## config.mk

```make
export PLATFORM = sky130hd
export DESIGN_NAME = spi_master
export DESIGN_NICKNAME = d
export VERILOG_FILES = /design/src/rtl/spi_master_pkg.sv /design/src/rtl/spi_master_shreg.sv /design/src/rtl/spi_master.sv
export SDC_FILE = /design/constraint.sdc
export NUM_CORES = 1
export LEC_CHECK = 0
export BUFFER_PORTS_ARGS = -buffer_cell sky130_fd_sc_hd__buf_2
export CAP_MARGIN = 20
export CORE_MARGIN = 8
export CORE_UTILIZATION = 50
export DETAILED_ROUTE_END_ITERATION = 8
export PLACE_DENSITY_LB_ADDON = 0.12
export SETUP_SLACK_MARGIN = 0.05
export SLEW_MARGIN = 20
export SYNTH_ARGS = -nofsm -noshare
export SYNTH_HDL_FRONTEND = slang
export SYNTH_HIERARCHICAL = 1
export SYNTH_SLANG_ARGS = --single-unit
```

## constraint.sdc

```tcl
create_clock -name clk -period 2.05 [get_ports clk]
set_input_delay 0.1025 -clock clk [delete_from_list [all_inputs] [get_ports clk]]
set_output_delay 0.1025 -clock clk [all_outputs]
set_load 0.02 [all_outputs]
```

## src/rtl/spi_master_pkg.sv

```systemverilog
// Shared types and constants for the SPI master: FSM states, frame opcodes and widths.
package spi_master_pkg;

  localparam int unsigned FRAME_W = 10;
  localparam int unsigned DATA_W  = 8;

  localparam logic [1:0] OP_WR_ADDR = 2'b00;
  localparam logic [1:0] OP_WR_DATA = 2'b01;
  localparam logic [1:0] OP_RD_ADDR = 2'b10;
  localparam logic [1:0] OP_RD_DATA = 2'b11;

  typedef enum logic [2:0] {
    StIdle,
    StSel,
    StCmd,
    StShift,
    StHold,
    StWaitRd,
    StRead,
    StGap
  } spi_master_state_e;

endpackage

```

## src/rtl/spi_master_shreg.sv

```systemverilog
// Parallel-load shift register, MSB first; shifts in zeros or a serial bit at the LSB.
module spi_master_shreg #(
  parameter int unsigned Width = 8
) (
  input  logic             clk_i,
  input  logic             rst_i,
  input  logic             load_i,
  input  logic             shift_out_i,
  input  logic             shift_in_i,
  input  logic [Width-1:0] par_i,
  input  logic             ser_i,
  output logic [Width-1:0] par_o,
  output logic             ser_o
);

  logic [Width-1:0] sh_q, sh_d;

  always_comb begin
    sh_d = sh_q;
    if (load_i) begin
      sh_d = par_i;
    end else if (shift_in_i) begin
      sh_d = {sh_q[Width-2:0], ser_i};
    end else if (shift_out_i) begin
      sh_d = {sh_q[Width-2:0], 1'b0};
    end
  end

  always_ff @(posedge clk_i) begin
    if (rst_i) begin
      sh_q <= '0;
    end else begin
      sh_q <= sh_d;
    end
  end

  assign par_o = sh_q;
  assign ser_o = sh_q[Width-1];

endmodule

```

## src/rtl/spi_master.sv

```systemverilog
// SPI master: serialises 10-bit frames onto SS_n/MOSI and captures a read byte from MISO.
module spi_master
  import spi_master_pkg::*;
#(
  parameter int unsigned RD_WAIT  = 3,
  parameter int unsigned IDLE_GAP = 1
) (
  input  logic               clk,
  input  logic               rst,
  input  logic               start,
  input  logic [FRAME_W-1:0] frame,
  output logic               ready,
  output logic               busy,
  output logic               done,
  output logic [DATA_W-1:0]  rd_data,
  output logic               rd_valid,
  output logic               SS_n,
  output logic               MOSI,
  input  logic               MISO
);

  localparam logic [3:0] WaitLoad = (RD_WAIT > 1) ? 4'(RD_WAIT - 2) : 4'd0;
  localparam logic [3:0] GapLoad  = 4'(IDLE_GAP - 1);

  spi_master_state_e state_q, state_d;
  logic [1:0]        op_q, op_d;
  logic [3:0]        bit_cnt_q, bit_cnt_d;
  logic [3:0]        wait_cnt_q, wait_cnt_d;
  logic [3:0]        gap_cnt_q, gap_cnt_d;
  logic              ss_n_q, ss_n_d;
  logic              mosi_q, mosi_d;
  logic              done_q, done_d;
  logic              rd_valid_q, rd_valid_d;
  logic              busy_q, busy_d;
  logic              ready_q, ready_d;
  logic [DATA_W-1:0] rd_data_q, rd_data_d;

  logic               tx_load, tx_shift, rx_shift, tx_ser, rx_ser;
  logic [FRAME_W-1:0] tx_par;
  logic [DATA_W-1:0]  rx_par;
  logic               unused_bits;

  spi_master_shreg #(.Width(FRAME_W)) u_tx_shreg (
    .clk_i       (clk),
    .rst_i       (rst),
    .load_i      (tx_load),
    .shift_out_i (tx_shift),
    .shift_in_i  (1'b0),
    .par_i       (frame),
    .ser_i       (1'b0),
    .par_o       (tx_par),
    .ser_o       (tx_ser)
  );

  spi_master_shreg #(.Width(DATA_W)) u_rx_shreg (
    .clk_i       (clk),
    .rst_i       (rst),
    .load_i      (1'b0),
    .shift_out_i (1'b0),
    .shift_in_i  (rx_shift),
    .par_i       ('0),
    .ser_i       (MISO),
    .par_o       (rx_par),
    .ser_o       (rx_ser)
  );

  assign unused_bits = ^{tx_par, rx_ser, rx_par[DATA_W-1]};

  always_comb begin
    state_d    = state_q;
    op_d       = op_q;
    bit_cnt_d  = bit_cnt_q;
    wait_cnt_d = wait_cnt_q;
    gap_cnt_d  = gap_cnt_q;
    ss_n_d     = ss_n_q;
    mosi_d     = 1'b0;
    done_d     = 1'b0;
    rd_valid_d = 1'b0;
    busy_d     = busy_q;
    ready_d    = ready_q;
    rd_data_d  = rd_data_q;
    tx_load    = 1'b0;
    tx_shift   = 1'b0;
    rx_shift   = 1'b0;
    unique case (state_q)
      StIdle: begin
        if (start && ready_q) begin
          state_d = StSel;
          op_d    = frame[FRAME_W-1 -: 2];
          tx_load = 1'b1;
          ss_n_d  = 1'b0;
          busy_d  = 1'b1;
          ready_d = 1'b0;
        end
      end
      StSel: begin
        state_d   = StCmd;
        mosi_d    = tx_ser;
        bit_cnt_d = 4'd9;
      end
      // The command bit is sent twice: once for CHK_CMD, then again as the frame MSB.
      StCmd: begin
        state_d  = StShift;
        mosi_d   = tx_ser;
        tx_shift = 1'b1;
      end
      StShift: begin
        if (bit_cnt_q == 4'd0) begin
          state_d = StHold;
        end else begin
          mosi_d    = tx_ser;
          tx_shift  = 1'b1;
          bit_cnt_d = bit_cnt_q - 4'd1;
        end
      end
      StHold: begin
        if (op_q != OP_RD_DATA) begin
          state_d   = StGap;
          ss_n_d    = 1'b1;
          done_d    = 1'b1;
          busy_d    = 1'b0;
          gap_cnt_d = GapLoad;
        end else if (RD_WAIT <= 1) begin
          state_d   = StRead;
          bit_cnt_d = 4'd7;
        end else begin
          state_d    = StWaitRd;
          wait_cnt_d = WaitLoad;
        end
      end
      StWaitRd: begin
        if (wait_cnt_q == 4'd0) begin
          state_d   = StRead;
          bit_cnt_d = 4'd7;
        end else begin
          wait_cnt_d = wait_cnt_q - 4'd1;
        end
      end
      StRead: begin
        rx_shift = 1'b1;
        if (bit_cnt_q == 4'd0) begin
          rd_data_d  = {rx_par[DATA_W-2:0], MISO};
          rd_valid_d = 1'b1;
          done_d     = 1'b1;
          ss_n_d     = 1'b1;
          busy_d     = 1'b0;
          state_d    = StGap;
          gap_cnt_d  = GapLoad;
        end else begin
          bit_cnt_d = bit_cnt_q - 4'd1;
        end
      end
      StGap: begin
        if (gap_cnt_q == 4'd0) begin
          state_d = StIdle;
          ready_d = 1'b1;
        end else begin
          gap_cnt_d = gap_cnt_q - 4'd1;
        end
      end
      default: state_d = StIdle;
    endcase
  end

  always_ff @(posedge clk) begin
    if (rst) begin
      state_q    <= StIdle;
      op_q       <= 2'b00;
      bit_cnt_q  <= 4'd0;
      wait_cnt_q <= 4'd0;
      gap_cnt_q  <= 4'd0;
      ss_n_q     <= 1'b1;
      mosi_q     <= 1'b0;
      done_q     <= 1'b0;
      rd_valid_q <= 1'b0;
      busy_q     <= 1'b0;
      ready_q    <= 1'b1;
      rd_data_q  <= '0;
    end else begin
      state_q    <= state_d;
      op_q       <= op_d;
      bit_cnt_q  <= bit_cnt_d;
      wait_cnt_q <= wait_cnt_d;
      gap_cnt_q  <= gap_cnt_d;
      ss_n_q     <= ss_n_d;
      mosi_q     <= mosi_d;
      done_q     <= done_d;
      rd_valid_q <= rd_valid_d;
      busy_q     <= busy_d;
      ready_q    <= ready_d;
      rd_data_q  <= rd_data_d;
    end
  end

  assign SS_n     = ss_n_q;
  assign MOSI     = mosi_q;
  assign done     = done_q;
  assign rd_valid = rd_valid_q;
  assign busy     = busy_q;
  assign ready    = ready_q;
  assign rd_data  = rd_data_q;

endmodule
```

==> impl_metrics.toml, run 1 <==
[worst_setup_path]
critPathSlowestCell = "dfxtp_1"
crit_path_end_kind = "register"
worstPathCellList = "nor3_1 > nand3_1 > inv_1 > or3_1 > buf_12 > nor2_1 > a211oi_2"
required_ns = 2.23
crit_type = "register to register"
critPathMaxFanout = 19
critPathMaxStageDelay_ns = 0.60
startpoint_type = "register"
arrival_ns = 2.05

[clock_network]
htree_levels = 2
clk_path_buf_depth = 2
cts_tree = "yes"
cts_sinks = 48
cts_buffers = 5
cts_setup_buffers = 0
clock-root-buffer = "clkbuf_8"
worstSkewPairLatency_ns = 0.31
path_clk_slew_ns = 0.10

[pwr]
leakage_nw = 1.190
p_per_area_mw_per_mm2 = 832.7
finalPower_mw = 2.367
vdd_ir_drop_max_uv = 532.6

[global_route]
grt_pass1_vias = 1980
grt_pass1_wl_microns = 8825
antenna_found_initial = 0
grt_max_degree = 42
grt_use_total_pct = 14.33
overflow = 0

[route]
routed_wire_length_per_instance_microns = 13.83
ant_nets = 0
viasPerCell = 5.332
drtIter0Drc = 185
vias = 2005
first_pass_iters = 4
drc_errors = 0
drt_wl_total_microns = 5200

[final_layout]
n_antenna_cell = 0
multi_input_comb_area_sq_mm = 0.001423
regArea_sq_um = 960.9
syn2layout_area_growth_pct = 13.54
fin_util_pct = 59.40
nets = 327
fillCellCount = 427
drive_gt1_share_pct = 22.65

[timing]
fin_crit_sh_pct = 91.21
fin_crit_ns = 1.870
setup_violations = 0
slew_viol_final = 0
finalSetupTns_ns = 0
finalHoldViolations = 0
hold_ws_ns = 0.03615
fin_skew_ns = 0.01027
maxSlewHeadroom_pct = 65.62
max_freq_mhz = 534.8
rsz0062_at_grt = "false"
worstMarginPinSlew_ns = 0.5151

[die]
die_h_microns = 86.76
ioPinCount = 28
rows = 25
dieArea_sq_mm = 0.007527
initial_core_util_pct = 52.31
die_w_microns = 86.76
core-area_sq_mm = 0.004786

[synthesis]
syn_area_sq_mm = 0.002504
synthCells = 269
ys_warn_count = 6
avgSynthCellArea_sq_um = 9.307

[placed_design]
io_buffer_count = 27
place.gp.congestion = 0.8675
post-dp-hpwl_microns = 3605

[job]
cap_violations = 0

[hold_path]
hp-class = "input pin to register"

[run_status]
outcome = "finished, final reports clean"
power breakdown:
part           internal [mW]  switching [mW]
logic                  0.292           0.355
clock network          0.277           0.341
registers               1.03          0.0766
stage by stage:
step	instance area, sq um	std cells	worst slack [ns]
5_1_grt	2843	376	0.05315
4_1_cts	2824	376	0.06502
6_report	2843	376	0.1802
2_1_floorplan	2552	282	0.1904
3_3_place_gp	2720	368	0.1071
3_5_place_dp	2720	368	0.06713
flip-flops by register name (all words and copies together) (netlist names), 2 cells and up:
register	flops
u_tx_shreg/par_o	10
rd_data	8
u_rx_shreg/par_o	7
bit_cnt_q	4
gap_cnt_q	4
wait_cnt_q	4
state_q	3
op_q	2
cells in the final DEF, fill, tap and decap left out, drive strengths merged, types with 3 or more instances in the layout:
cell type and n:
nand3 7, dfxtp 48, mux2i 28, conb 14, nand2 12, a21oi 8
ha 5, inv 16, or3b 3, a2111oi 3, o21ai 6, and2 3
nor3 11, nor2 37, buf 37, o211ai 5, clkbuf 6, a211oi 18
nand2b 5, xor2 3
layout make-up:
cell class / count / share of cell area (%)
flip-flops and latches: 48 / 33.80
clock inverters: 2 / 0.4842
multi-input cells: 201 / 50.04
clock buffers: 6 / 2.905
well taps: 67 / 2.949
repair buffers: 37 / 7.835
inverters: 15 / 1.981
layer usage:
metal	routed length [microns]	track usage, %
met5	0	0
met1	2474	16.96
met3	213	3.214
met4	44	5.477
met2	2467	24.44
final timing paths:
kind,startpoint,to,slack (ns),depth (start not counted)
worst max-delay path,state_q[0]$_SDFFE_PP0P_,u_tx_shreg/par_o[6]$_SDFFE_PP0P_,0.18,7
worst min register to register,busy$_SDFFE_PP0P_,busy$_SDFFE_PP0P_,0.49,1
worst max register to register,state_q[0]$_SDFFE_PP0P_,u_tx_shreg/par_o[6]$_SDFFE_PP0P_,0.18,7
worst min-delay path,frame[9],op_q[1]$_SDFFE_PP0P_,0.04,3
what timing repair did:
item | CTS | global route
setup endpoints to repair | 1 | 4
gates resized for setup | 1 | 6
hold buffers | 0 | 0
pin swaps | 0 | 2
critical path, delay by kind of cell (launching register included):
family	cells	cell delay, ns
buffers and inverters	2	0.25
and+or+nand+nor	4	0.84
AOI/OAI and AO/OA	1	0.06
DFF	1	0.60
Note: power is estimated with default switching activity, not from simulation.
==> run 2, diff against run 1 <==
==> constraint.sdc (replaced) <==
create_clock -name clk -period 2.25 [get_ports clk]
set_input_delay 0.1125 -clock clk [delete_from_list [all_inputs] [get_ports clk]]
set_output_delay 0.1125 -clock clk [all_outputs]
set_load 0.02 [all_outputs]
==> run 2 against run 1 <==
  * Clock-buffer cell count is 1 lower
  * Clock power grew 2%
  * Cell count down 0.27%
  * Fmax down 8.3%
  * Combinational power is 10% lower
  * Worst hold slack better by 0.015 ns
  * Critical path depth is 1 lower
  * Sequential power down 10%
  * Sequential share of layout area is 0.38 points higher
==> impl_metrics.toml, run 2 (synthesized netlist as in run 1, its figures left out) <==
[worst_setup_path]
critPathMaxFanout = 4
reg2reg_depth = 6
rr_startpoint = "gap_cnt_q[0]$_SDFFE_PP0P_"
required_ns = 2.45
crit_path_end_kind = "register"
arrival_ns = 2.24
crit_type = "register to register"
startpoint_type = "register"
r2r_end = "state_q[2]$_SDFFE_PP0P_"
critical_path.endpoint = "state_q[2]$_SDFFE_PP0P_"
r2r_slack_ns = 0.21
setup.worst_path.start = "gap_cnt_q[0]$_SDFFE_PP0P_"

[final_layout]
final_common_cell = "dfxtp_1"
drive_gt1_share_pct = 20.78
fillCellCount = 436
finalInstanceArea_sq_mm = 0.002811
mostFrequentLayoutCells = "48 x dfxtp_1, 36 x nor2_1, 28 x mux2i_1"
largest_reg_flops = 10
n_antenna_cell = 0
finalNonFillerCells = 375
syn2layout_area_growth_pct = 12.29
nets = 326

[timing]
fin_ws_ns = 0.2099
finalHoldViolations = 0
fin_crit_ns = 2.040
max_freq_mhz = 490.2
maxSlewHeadroom_pct = 64.61
finalSetupTns_ns = 0
rsz0062_at_grt = "false"
fin_skew_ns = 0.007730
worstMarginPinSlew_ns = 0.5308
fin_crit_sh_pct = 90.67
slew_viol_final = 0
hold_ws_ns = 0.05157
setup_violations = 0

[route]
drt_wl_total_microns = 4996
drc_errors = 0
ant_nets = 0
routed_wire_length_per_instance_microns = 13.32
vias = 2013
viasPerCell = 5.368
drtIter0Drc = 130
first_pass_iters = 4

[clock_network]
worstSkewPairLatency_ns = 0.30
cts_tree = "yes"
clk_path_buf_depth = 2
post_cts_resized = 0
clock-root-buffer = "clkbuf_8"
cts_hold_buf = 0
cts_sinks = 48
htree_levels = 2
path_clk_slew_ns = 0.09
cts_buffers = 5
cts_setup_buffers = 0

[pwr]
leakage_nw = 1.181
vdd_ir_drop_max_uv = 404.7
p_per_area_mw_per_mm2 = 780.7

[die]
dieArea_sq_mm = 0.007527
die_h_microns = 86.76
ioPinCount = 28
die_w_microns = 86.76
core-area_sq_mm = 0.004786
initial_core_util_pct = 52.31
rows = 25

[global_route]
grt_use_met1_pct = 16.30
met3_usage_pct = 3.403
grt_pass1_wl_microns = 8480
grt_pass1_vias = 1916
overflow = 0
grt_max_degree = 42
antenna_found_initial = 0
grt_util_met2_pct = 23.89
grt_use_total_pct = 13.88
busiest_layer = "met2"

[run_status]
outcome = "finished, final reports clean"

[hold_path]
hp-class = "input pin to register"

[placed_design]
numPlacedInstances = 367
post-dp-hpwl_microns = 3541
place.gp.congestion = 0.8403
io_buffer_count = 27
dp_slack_ns = 0.2584
placed_area_sq_mm = 0.002700

[job]
cap_violations = 0
[run 2: changes by cell type in the layout (fill, tap and decap cells not counted), sizes merged]
| cell | delta |
|---|---|
| buf | -1 |
| bufinv | +1 |
| clkbuf | -1 |
| clkinvlp | +1 |
| inv | -1 |
[run 2: stage by stage]
| stage | util [%] | power (mW) |
|---|---|---|
| 2_1_floorplan | - | 1.474 |
| 3_3_place_gp | 56.42 | 1.579 |
| 3_5_place_dp | 56.42 | 1.584 |
| 4_1_cts | 58.75 | 2.216 |
| 5_1_grt | 58.75 | 2.320 |
| 6_report | 58.75 | 2.195 |
[run 2: final cells by class]
type | count | area, sq um | share of cell area, %
clock buffer | 5 | 68.82 | 2.448
tap | 67 | 83.83 | 2.982
clock inverter | 3 | 42.54 | 1.513
timing repair buffer | 36 | 202.7 | 7.210
sequential | 48 | 960.9 | 34.18
multi-input combinational | 201 | 1396 | 49.67
inverter | 15 | 56.30 | 2.003
[run 2: how the worst min path moves through the flow]
stage | slack, ns | cells past startpoint | to | startpoint
finish | 0.05 | 3 | rd_data[0]$_SDFFE_PP0P_ | MISO
global route | 0.07 | 3 | u_tx_shreg/par_o[0]$_SDFFE_PP0P_ | frame[0]
CTS | 0.05 | 3 | rd_data[0]$_SDFFE_PP0P_ | MISO
detailed placement | 0.38 | 3 | op_q[1]$_SDFFE_PP0P_ | frame[9]
global placement | 0.36 | 3 | rd_data[0]$_SDFFE_PP0P_ | MISO
floorplan | 0.20 | 1 | gap_cnt_q[1]$_SDFFE_PP0P_ | rst
[run 2: per-layer routing]
layer  up-vias  part of all wire, %
met3         4                  3.8
met2        50                   49
met4         0                 0.88
met1       933                   47
met5         -                    0
li1       1026                    -
[run 2: power breakdown]
group	total [mW]	internal [mW]	switching [mW]
Clock	0.628	0.329	0.299
Sequential	0.987	0.935	0.0521
Combinational	0.580	0.251	0.329
[run 2: critical path, cell delays in order (launching register included)]
cell     delay [ns]
dfxtp_1        0.34
inv_1          0.11
ha_1           0.15
or3b_2         0.48
a32oi_1        0.30
and3_1         0.24
mux2_1         0.32
